### config.mk
export PLATFORM = sky130hd
export DESIGN_NAME = pc_fetch_ctrl_flat
export DESIGN_NICKNAME = d
export VERILOG_FILES = /design/src/rtl/pc_fetch_ctrl_if.sv /design/src/rtl/pc_fetch_ctrl.sv /design/src/flat_wrapper.sv
export SDC_FILE = /design/constraint.sdc
export NUM_CORES = 1
export LEC_CHECK = 0
export BUFFER_PORTS_ARGS = -buffer_cell sky130_fd_sc_hd__buf_4
export CAP_MARGIN = 15
export CELL_PAD_IN_SITES_DETAIL_PLACEMENT = 0
export CELL_PAD_IN_SITES_GLOBAL_PLACEMENT = 1
export CORE_ASPECT_RATIO = 0.9
export CORE_MARGIN = 2
export CORE_UTILIZATION = 34
export CTS_CLUSTER_DIAMETER = 30
export DETAILED_ROUTE_END_ITERATION = 10
export GPL_TIMING_DRIVEN = 0
export PLACE_DENSITY_LB_ADDON = 0.15
export SLEW_MARGIN = 10
export SYNTH_ARGS = -nofsm -noshare
export SYNTH_HDL_FRONTEND = slang
export SYNTH_SLANG_ARGS = --single-unit
### constraint.sdc
create_clock -name clk -period 4.52 [get_ports clk]
set_clock_uncertainty 0.1 [all_clocks]
set_input_delay 0.226 -clock clk [delete_from_list [all_inputs] [get_ports clk]]
set_output_delay 0.226 -clock clk [all_outputs]
set_load 0.01 [all_outputs]
### src/rtl/pc_fetch_ctrl_if.sv
// Fetch-controller signal bundle: PC register port, instruction-memory handshake,
// datapath completion/redirect inputs and trap reporting.
interface pc_fetch_ctrl_if;
  logic [31:0] pc_q;
  logic        pc_ena;
  logic [31:0] pc_next;
  logic        imem_req;
  logic [31:0] imem_addr;
  logic        imem_ack;
  logic [31:0] imem_rdata;
  logic [31:0] instr;
  logic        instr_valid;
  logic        ex_done;
  logic        redirect;
  logic [31:0] redirect_pc;
  logic        exc_req;
  logic        trap;
  logic [31:0] epc;
  logic [1:0]  exc_cause;

  modport master (
    input  pc_q, imem_ack, imem_rdata, ex_done, redirect, redirect_pc, exc_req,
    output pc_ena, pc_next, imem_req, imem_addr, instr, instr_valid, trap, epc, exc_cause
  );

  modport slave (
    output pc_q, imem_ack, imem_rdata, ex_done, redirect, redirect_pc, exc_req,
    input  pc_ena, pc_next, imem_req, imem_addr, instr, instr_valid, trap, epc, exc_cause
  );
endinterface

### src/rtl/pc_fetch_ctrl.sv
// Multi-cycle fetch/PC sequencer: INIT -> FETCH <-> EXEC, with redirect, datapath
// exception, misaligned-target and fetch-timeout traps recorded into epc/exc_cause.
module pc_fetch_ctrl #(
  parameter logic [31:0] RESET_PC   = 32'h0000_0000,
  parameter logic [31:0] EXC_VECTOR = 32'h0000_0080,
  parameter int unsigned TIMEOUT    = 16
) (
  input  logic               clk,
  input  logic               rst,
  pc_fetch_ctrl_if.master    fc
);

  localparam int unsigned CW = $clog2(TIMEOUT + 1);
  localparam logic [CW-1:0] WAIT_LAST = CW'(TIMEOUT - 1);

  typedef enum logic [1:0] {
    S_INIT  = 2'd0,
    S_FETCH = 2'd1,
    S_EXEC  = 2'd2
  } state_t;

  state_t        state_q, state_d;
  logic [CW-1:0] wait_q, wait_d;
  logic [31:0]   instr_q, instr_d;
  logic [31:0]   epc_q, epc_d;
  logic [1:0]    cause_q, cause_d;

  logic          pc_ena;
  logic [31:0]   pc_next;
  logic          imem_req;
  logic          instr_valid;
  logic          trap;
  logic [31:0]   pc_seq;

  assign pc_seq = fc.pc_q + 32'd4;

  always_ff @(posedge clk or posedge rst) begin
    if (rst) begin
      state_q <= S_INIT;
      wait_q  <= '0;
      instr_q <= '0;
      epc_q   <= '0;
      cause_q <= '0;
    end else begin
      state_q <= state_d;
      wait_q  <= wait_d;
      instr_q <= instr_d;
      epc_q   <= epc_d;
      cause_q <= cause_d;
    end
  end

  always_comb begin
    state_d     = state_q;
    wait_d      = wait_q;
    instr_d     = instr_q;
    epc_d       = epc_q;
    cause_d     = cause_q;
    pc_ena      = 1'b0;
    pc_next     = pc_seq;
    imem_req    = 1'b0;
    instr_valid = 1'b0;
    trap        = 1'b0;

    unique case (state_q)
      S_INIT: begin
        pc_ena  = 1'b1;
        pc_next = RESET_PC;
        wait_d  = '0;
        state_d = S_FETCH;
      end

      S_FETCH: begin
        imem_req = 1'b1;
        if (fc.imem_ack) begin
          instr_d = fc.imem_rdata;
          wait_d  = '0;
          state_d = S_EXEC;
        end else if (wait_q == WAIT_LAST) begin
          // Timeout retries the fetch at the vector; the counter restarts for it.
          trap    = 1'b1;
          pc_ena  = 1'b1;
          pc_next = EXC_VECTOR;
          epc_d   = fc.pc_q;
          cause_d = 2'd3;
          wait_d  = '0;
        end else begin
          wait_d = wait_q + 1'b1;
        end
      end

      S_EXEC: begin
        instr_valid = 1'b1;
        if (fc.ex_done) begin
          pc_ena  = 1'b1;
          wait_d  = '0;
          state_d = S_FETCH;
          if (fc.exc_req) begin
            trap    = 1'b1;
            pc_next = EXC_VECTOR;
            epc_d   = fc.pc_q;
            cause_d = 2'd1;
          end else if (fc.redirect && (fc.redirect_pc[1:0] != 2'b00)) begin
            trap    = 1'b1;
            pc_next = EXC_VECTOR;
            epc_d   = fc.pc_q;
            cause_d = 2'd2;
          end else if (fc.redirect) begin
            pc_next = fc.redirect_pc;
          end
        end
      end

      default: begin
        state_d = S_INIT;
      end
    endcase
  end

  assign fc.pc_ena      = pc_ena;
  assign fc.pc_next     = pc_next;
  assign fc.imem_req    = imem_req;
  assign fc.imem_addr   = fc.pc_q;
  assign fc.instr       = instr_q;
  assign fc.instr_valid = instr_valid;
  assign fc.trap        = trap;
  assign fc.epc         = epc_q;
  assign fc.exc_cause   = cause_q;

endmodule
### src/flat_wrapper.sv
// flat-port wrapper written by rule: the top's interface ports become plain ports
module pc_fetch_ctrl_flat 
#(
  parameter logic [31:0] RESET_PC   = 32'h0000_0000,
  parameter logic [31:0] EXC_VECTOR = 32'h0000_0080,
  parameter int unsigned TIMEOUT    = 16
)
  (clk, rst, fc_pc_q, fc_imem_ack, fc_imem_rdata, fc_ex_done, fc_redirect, fc_redirect_pc, fc_exc_req, fc_pc_ena, fc_pc_next, fc_imem_req, fc_imem_addr, fc_instr, fc_instr_valid, fc_trap, fc_epc, fc_exc_cause);
  pc_fetch_ctrl_if fc_i ();
  input  logic clk;
  input  logic rst;
  input wire logic [$bits(fc_i.pc_q)-1:0] fc_pc_q;
  input wire logic [$bits(fc_i.imem_ack)-1:0] fc_imem_ack;
  input wire logic [$bits(fc_i.imem_rdata)-1:0] fc_imem_rdata;
  input wire logic [$bits(fc_i.ex_done)-1:0] fc_ex_done;
  input wire logic [$bits(fc_i.redirect)-1:0] fc_redirect;
  input wire logic [$bits(fc_i.redirect_pc)-1:0] fc_redirect_pc;
  input wire logic [$bits(fc_i.exc_req)-1:0] fc_exc_req;
  output wire logic [$bits(fc_i.pc_ena)-1:0] fc_pc_ena;
  output wire logic [$bits(fc_i.pc_next)-1:0] fc_pc_next;
  output wire logic [$bits(fc_i.imem_req)-1:0] fc_imem_req;
  output wire logic [$bits(fc_i.imem_addr)-1:0] fc_imem_addr;
  output wire logic [$bits(fc_i.instr)-1:0] fc_instr;
  output wire logic [$bits(fc_i.instr_valid)-1:0] fc_instr_valid;
  output wire logic [$bits(fc_i.trap)-1:0] fc_trap;
  output wire logic [$bits(fc_i.epc)-1:0] fc_epc;
  output wire logic [$bits(fc_i.exc_cause)-1:0] fc_exc_cause;
  assign fc_i.pc_q = fc_pc_q;
  assign fc_i.imem_ack = fc_imem_ack;
  assign fc_i.imem_rdata = fc_imem_rdata;
  assign fc_i.ex_done = fc_ex_done;
  assign fc_i.redirect = fc_redirect;
  assign fc_i.redirect_pc = fc_redirect_pc;
  assign fc_i.exc_req = fc_exc_req;
  assign fc_pc_ena = fc_i.pc_ena;
  assign fc_pc_next = fc_i.pc_next;
  assign fc_imem_req = fc_i.imem_req;
  assign fc_imem_addr = fc_i.imem_addr;
  assign fc_instr = fc_i.instr;
  assign fc_instr_valid = fc_i.instr_valid;
  assign fc_trap = fc_i.trap;
  assign fc_epc = fc_i.epc;
  assign fc_exc_cause = fc_i.exc_cause;
  pc_fetch_ctrl #(.RESET_PC(RESET_PC), .EXC_VECTOR(EXC_VECTOR), .TIMEOUT(TIMEOUT)) u_core (.clk(clk), .rst(rst), .fc(fc_i));
endmodule
# After elaboration in Yosys (flattened, before gate mapping)

Cells that the tools add are included.

Register bits after elaboration: 73
Bits of input ports: 102
Output and inout bits: 134
Logic and storage cells: 60

Add/sub/neg operators: 2
Equality and inequality tests: 8
Multiplexer cells: 36
Reduce and logical (&&, ||, !) cells: 9

Operator list:

| operator                | count |
|---|---|
| $mux W32                | 11 |
| $pmux W32 S3            | 1 |
| $pmux W32 S2            | 1 |
| $add A32 B3 Y32 const B | 1 |
| $mux W5                 | 3 |
| $pmux W5 S3             | 1 |
| $mux W2                 | 7 |
| $mux W1                 | 8 |
| $ne A2 B2 Y1 const B    | 3 |
| $pmux W2 S3             | 1 |
| $reduce_and A2 Y1       | 3 |
| $add A5 B1 Y5 const B   | 1 |
| $eq A5 B4 Y1 const B    | 1 |
| $reduce_and A5 Y1       | 1 |
| $pmux W2 S2             | 1 |
| $reduce_bool A2 Y1      | 2 |
| $ne A3 B2 Y1 const B    | 1 |
| $pmux W1 S3             | 1 |
| $reduce_bool A3 Y1      | 1 |
| $eq A2 B1 Y1 const B    | 1 |
| $eq A2 B2 Y1 const B    | 1 |
| $logic_not A2 Y1        | 1 |
| $ne A2 B1 Y1 const B    | 1 |
| $pmux W1 S2             | 1 |
| $logic_and A1 B1 Y1     | 1 |

# Depth between registers and ports, before layout

Depth after elaboration: 6
Mapped depth: 9
Depth with buffers taken out: 7

# Worst setup path after synthesis

No wires, ideal clock.

Path type: register to output
Start: register u_core.state_q[0]
End: output port fc_pc_next[10]
Arrival time: 1.945 ns
Data required time: 4.194 ns
Setup slack: 2.249 ns
Cell stages (with the launch flop): 9
Buffers on the path: 1
Cells stage by stage: dfrtp_1 inv_1 ha_1 and2_1 nand2_1 nor3_2 clkbuf_1 nand2_1 o21ai_0

Longest elaborated chain between the ends: 2
Elaborated cells on any way between the ends: 4
Those cells by class: eq/ne (2); mux (1); reduce/logical (1)

RTL lines:

| element                                    | RTL line            | text |
|---|---|---|
| start, declared                            | pc_fetch_ctrl.sv:22 | `state_t state_q, state_d;` |
| start signal, assigned                     | pc_fetch_ctrl.sv:45 | `state_q <= state_d;` |
| $eq A2 B2 Y1, or another cell as far along | pc_fetch_ctrl.sv:65 | `unique case (state_q)` |
| $pmux W32 S3 *                             | pc_fetch_ctrl.sv:65 |  |
| end, declared                              | flat_wrapper.sv:20  | `output wire logic [$bits(fc_i.pc_next)-1:0] fc_pc_next;` |

Every way passes the cells marked *; elsewhere a longest branch is shown, timed or not.

# Worst setup path after layout

Start: register u_core.state_q[0]
End: output port fc_pc_next[9]

The elaborated chain is that of the path after synthesis.

==> flow_summary.toml <==
[logic_synthesis]
synth_nets = 520
synthFlopType = "dfrtp_1"
ys_warn_count = 0
ys_ff_latch = 73
synth_edf_count = 0
synth_seq_area_share_pct = 44.11
syn_area_um2 = 4141
syn_avg_cell_area_um2 = 10.08
async_reset_ff_share_pct = 100.0
syn_inst = 411
ys_types = 40

[placed_design]
port_buffers = 234
place_hpwl_um = 10300
finalWeightedCongestion = 0.8513

[floorplan]
row_count = 38
die_h_um = 108.7
dieArea_um2 = 13080
coreArea_um2 = 11980
die_w_um = 120.3
top_level_ports = 236
start_util_pct = 34.57

[clock_network]
post-cts-setup-buffer-count = 0
clk_latency_ns = 0.33
clock-sinks = 73
cts_resized = 0
cts_hold_buffers = 1
clockBufferDepth = 2
cts_buffers = 9
cts.clk_slew.worst_paths_ns = 0.06
htreeDepth = 3
cts_tree = "built"
root_buffer = "clkbuf_16"

[power_and_ir_drop]
ir_drop_uv = 336.2
powerDensity_nw_per_um2 = 617.4
leakagePower_nw = 3.073

[flow_run]
drv_cap = 0

[drt]
final_antenna_net_count = 0
drc = 0
viasPerCell = 4.744
drt_pass1_iterations = 4
wl_um = 12870
via_count = 3904
drtIter0Drc = 147
wire_per_inst_um = 15.64

[sta]
period_share_pct = 72.17
worst_slew_pin_slew_ns = 0.7714
hold_ws_ns = 0.02192
setup_tns_ns = 0
rsz0062_at_grt = "no"
max_freq_mhz = 306.6
setup_viol = 0
slew_violations = 0
hold_viol = 0
timing.final.crit_period_ns = 3.262
relSlewSlack_pct = 48.29

[final_layout]
seq_area_um2 = 1827
num-fill-cells = 1171
final_cell_mix = "buf_4, dfrtp_1, mux2_2"
multi_input_area_um2 = 1969
num-nets-final = 767
layout_commonest_cell = "buf_4"
insertedDiodeCount = 0
drive_above_1_share_pct = 53.70
area_growth_pct = 57.31

[grt]
grt_max_degree = 53
grt_pass1_wl_um = 19670
grt_use_total_pct = 19.22
overflow = 0
antenna_found_initial = 0
grt_pass1_vias = 3875

[setup_path]
path_class = "reg2out"
critPathMaxFanout = 10
reg2reg_slack_ns = 2.10
cp_slowest_stage_delay_ns = 0.60
cp.required_ns = 4.19
crit_slowest_cell = "nor3_2"
cp-start-kind = "flop"
reg2reg_from = "u_core.state_q[0]$_DFFE_PP0P_"
worstPathCellList = "inv_1 -> ha_1 -> and2_1 -> nand2_1 -> nor3_2 -> clkbuf_1 -> nand2_1 -> o21ai_0 -> buf_4"
cp.arrival_ns = 2.94
r2r_cells = 8
endpoint_kind = "output pin"
cp-endpoint = "fc_pc_next[9]"
cp-startpoint = "u_core.state_q[0]$_DFFE_PP0P_"
r2r-end = "u_core.fc.epc[9]$_DFFE_PP0P_"
cp_common_cell = "nand2_1"

[outcome]
status = "finished, final reports clean"

[worst_hold_path]
min_path_type = "in2reg"
[registers in the layout (all words and copies together) (netlist names)]
name / count
u_core.fc.epc: 32
u_core.fc.exc_cause: 2
u_core.wait_q: 5
u_core.state_q: 2
u_core.fc.instr: 32
[layer usage]
layer	global-route usage, %	vias to the layer above	wire length, µm
met2	32.63	138	6240
li1	-	1891	-
met4	4.236	0	106
met3	4.550	10	876
met1	25.13	1865	5647
met5	0	-	0
[Yosys cell counts (2+ instances only)]
cell type  number  share of area [%]
or4_1           2               0.36
ha_1            7                2.1
buf_4          32                5.8
nand2b_1        4               0.60
a31oi_1         2               0.30
nand2_1        47                4.3
nor2_1         16                1.5
nor4_1          4               0.60
and4_1          2               0.42
buf_1           4               0.36
inv_1          10               0.91
a21oi_1        20                2.4
nand4_1         8                1.2
buf_2           3               0.36
o21ai_1         2               0.24
nor3_1          8               0.97
dfrtp_1        73                 44
clkbuf_1        7               0.63
xnor2_1        19                4.0
a21o_1          2               0.36
mux2_2         61                 17
nor3_2          3               0.73
o21ai_0        30                3.6
and3_1          2               0.30
nand3_1        16                1.9
xor2_1          9                1.9
and2_1          5               0.76
[layout make-up]
type / instances / share of cell area [%]
buffer: 47 / 4.724
sequential: 73 / 28.04
clock inverter: 6 / 2.113
clock buffer: 10 / 3.668
tap: 160 / 3.073
inverter: 10 / 0.6146
multi-input combinational: 281 / 30.23
timing repair buffer: 236 / 27.54
[worst min path at each step]
stage | startpoint | end | slack, ns | cells past startpoint
2_1_floorplan | fc_exc_req | u_core.fc.exc_cause[1]$_DFFE_PP0P_ | 0.24 | 1
3_3_place_gp | fc_exc_req | u_core.fc.exc_cause[1]$_DFFE_PP0P_ | 0.36 | 2
3_5_place_dp | rst | u_core.fc.instr[18]$_DFFE_PP0P_ | 0.11 | 2
4_1_cts | fc_imem_rdata[11] | u_core.fc.instr[11]$_DFFE_PP0P_ | 0.01 | 2
5_1_grt | fc_imem_rdata[29] | u_core.fc.instr[29]$_DFFE_PP0P_ | 0.01 | 2
6_report | fc_exc_req | u_core.fc.exc_cause[1]$_DFFE_PP0P_ | 0.02 | 2
[report_power, final]
group          internal (W)  switching (W)  leakage (nW)
combinational       0.00108       0.000912          2.02
sequential         0.000977       0.000167         0.868
clock              0.000613       0.000277         0.183
[cells by family (layout without fill, tap and decap cells)]
kind of cell             count (synthesis)  in the layout  share of synthesized area (%)
flip-flops                              73             73                          44.11
AND/OR/NAND/NOR                        123            123                          14.86
adder cells (fa/ha/maj)                  7              7                          2.115
buffers and inverters                   57            309                          8.338
AO/OA/AOI/OAI                           62             62                          8.067
multiplexers                            61             61                          16.59
XOR/XNOR                                28             28                          5.922
[per-stage QoR]
step / power [W] / cell area (µm²) / util [%] / worst slack (ns) / cells
3_5_place_dp: 0.003173 / 6128 / 51.15 / 1.591 / 806
6_report: 0.004022 / 6515 / 54.38 / 1.258 / 823
3_3_place_gp: 0.003127 / 6098 / 50.90 / 1.368 / 805
4_1_cts: 0.004081 / 6515 / 54.38 / 1.224 / 823
2_1_floorplan: 0.002140 / 4141 / - / 2.249 / 411
5_1_grt: 0.004273 / 6515 / 54.38 / 0.9748 / 823
[worst max-delay path, delay by kind of cell, from the launching register on]
kind / cells / cell delay (ns)
and+or+nand+nor: 4 / 1.04
buffers and inverters: 3 / 0.71
DFF: 1 / 0.41
adders and majority gates: 1 / 0.34
AOI/OAI and AO/OA: 1 / 0.09
Power figures use the tool's default switching activity.
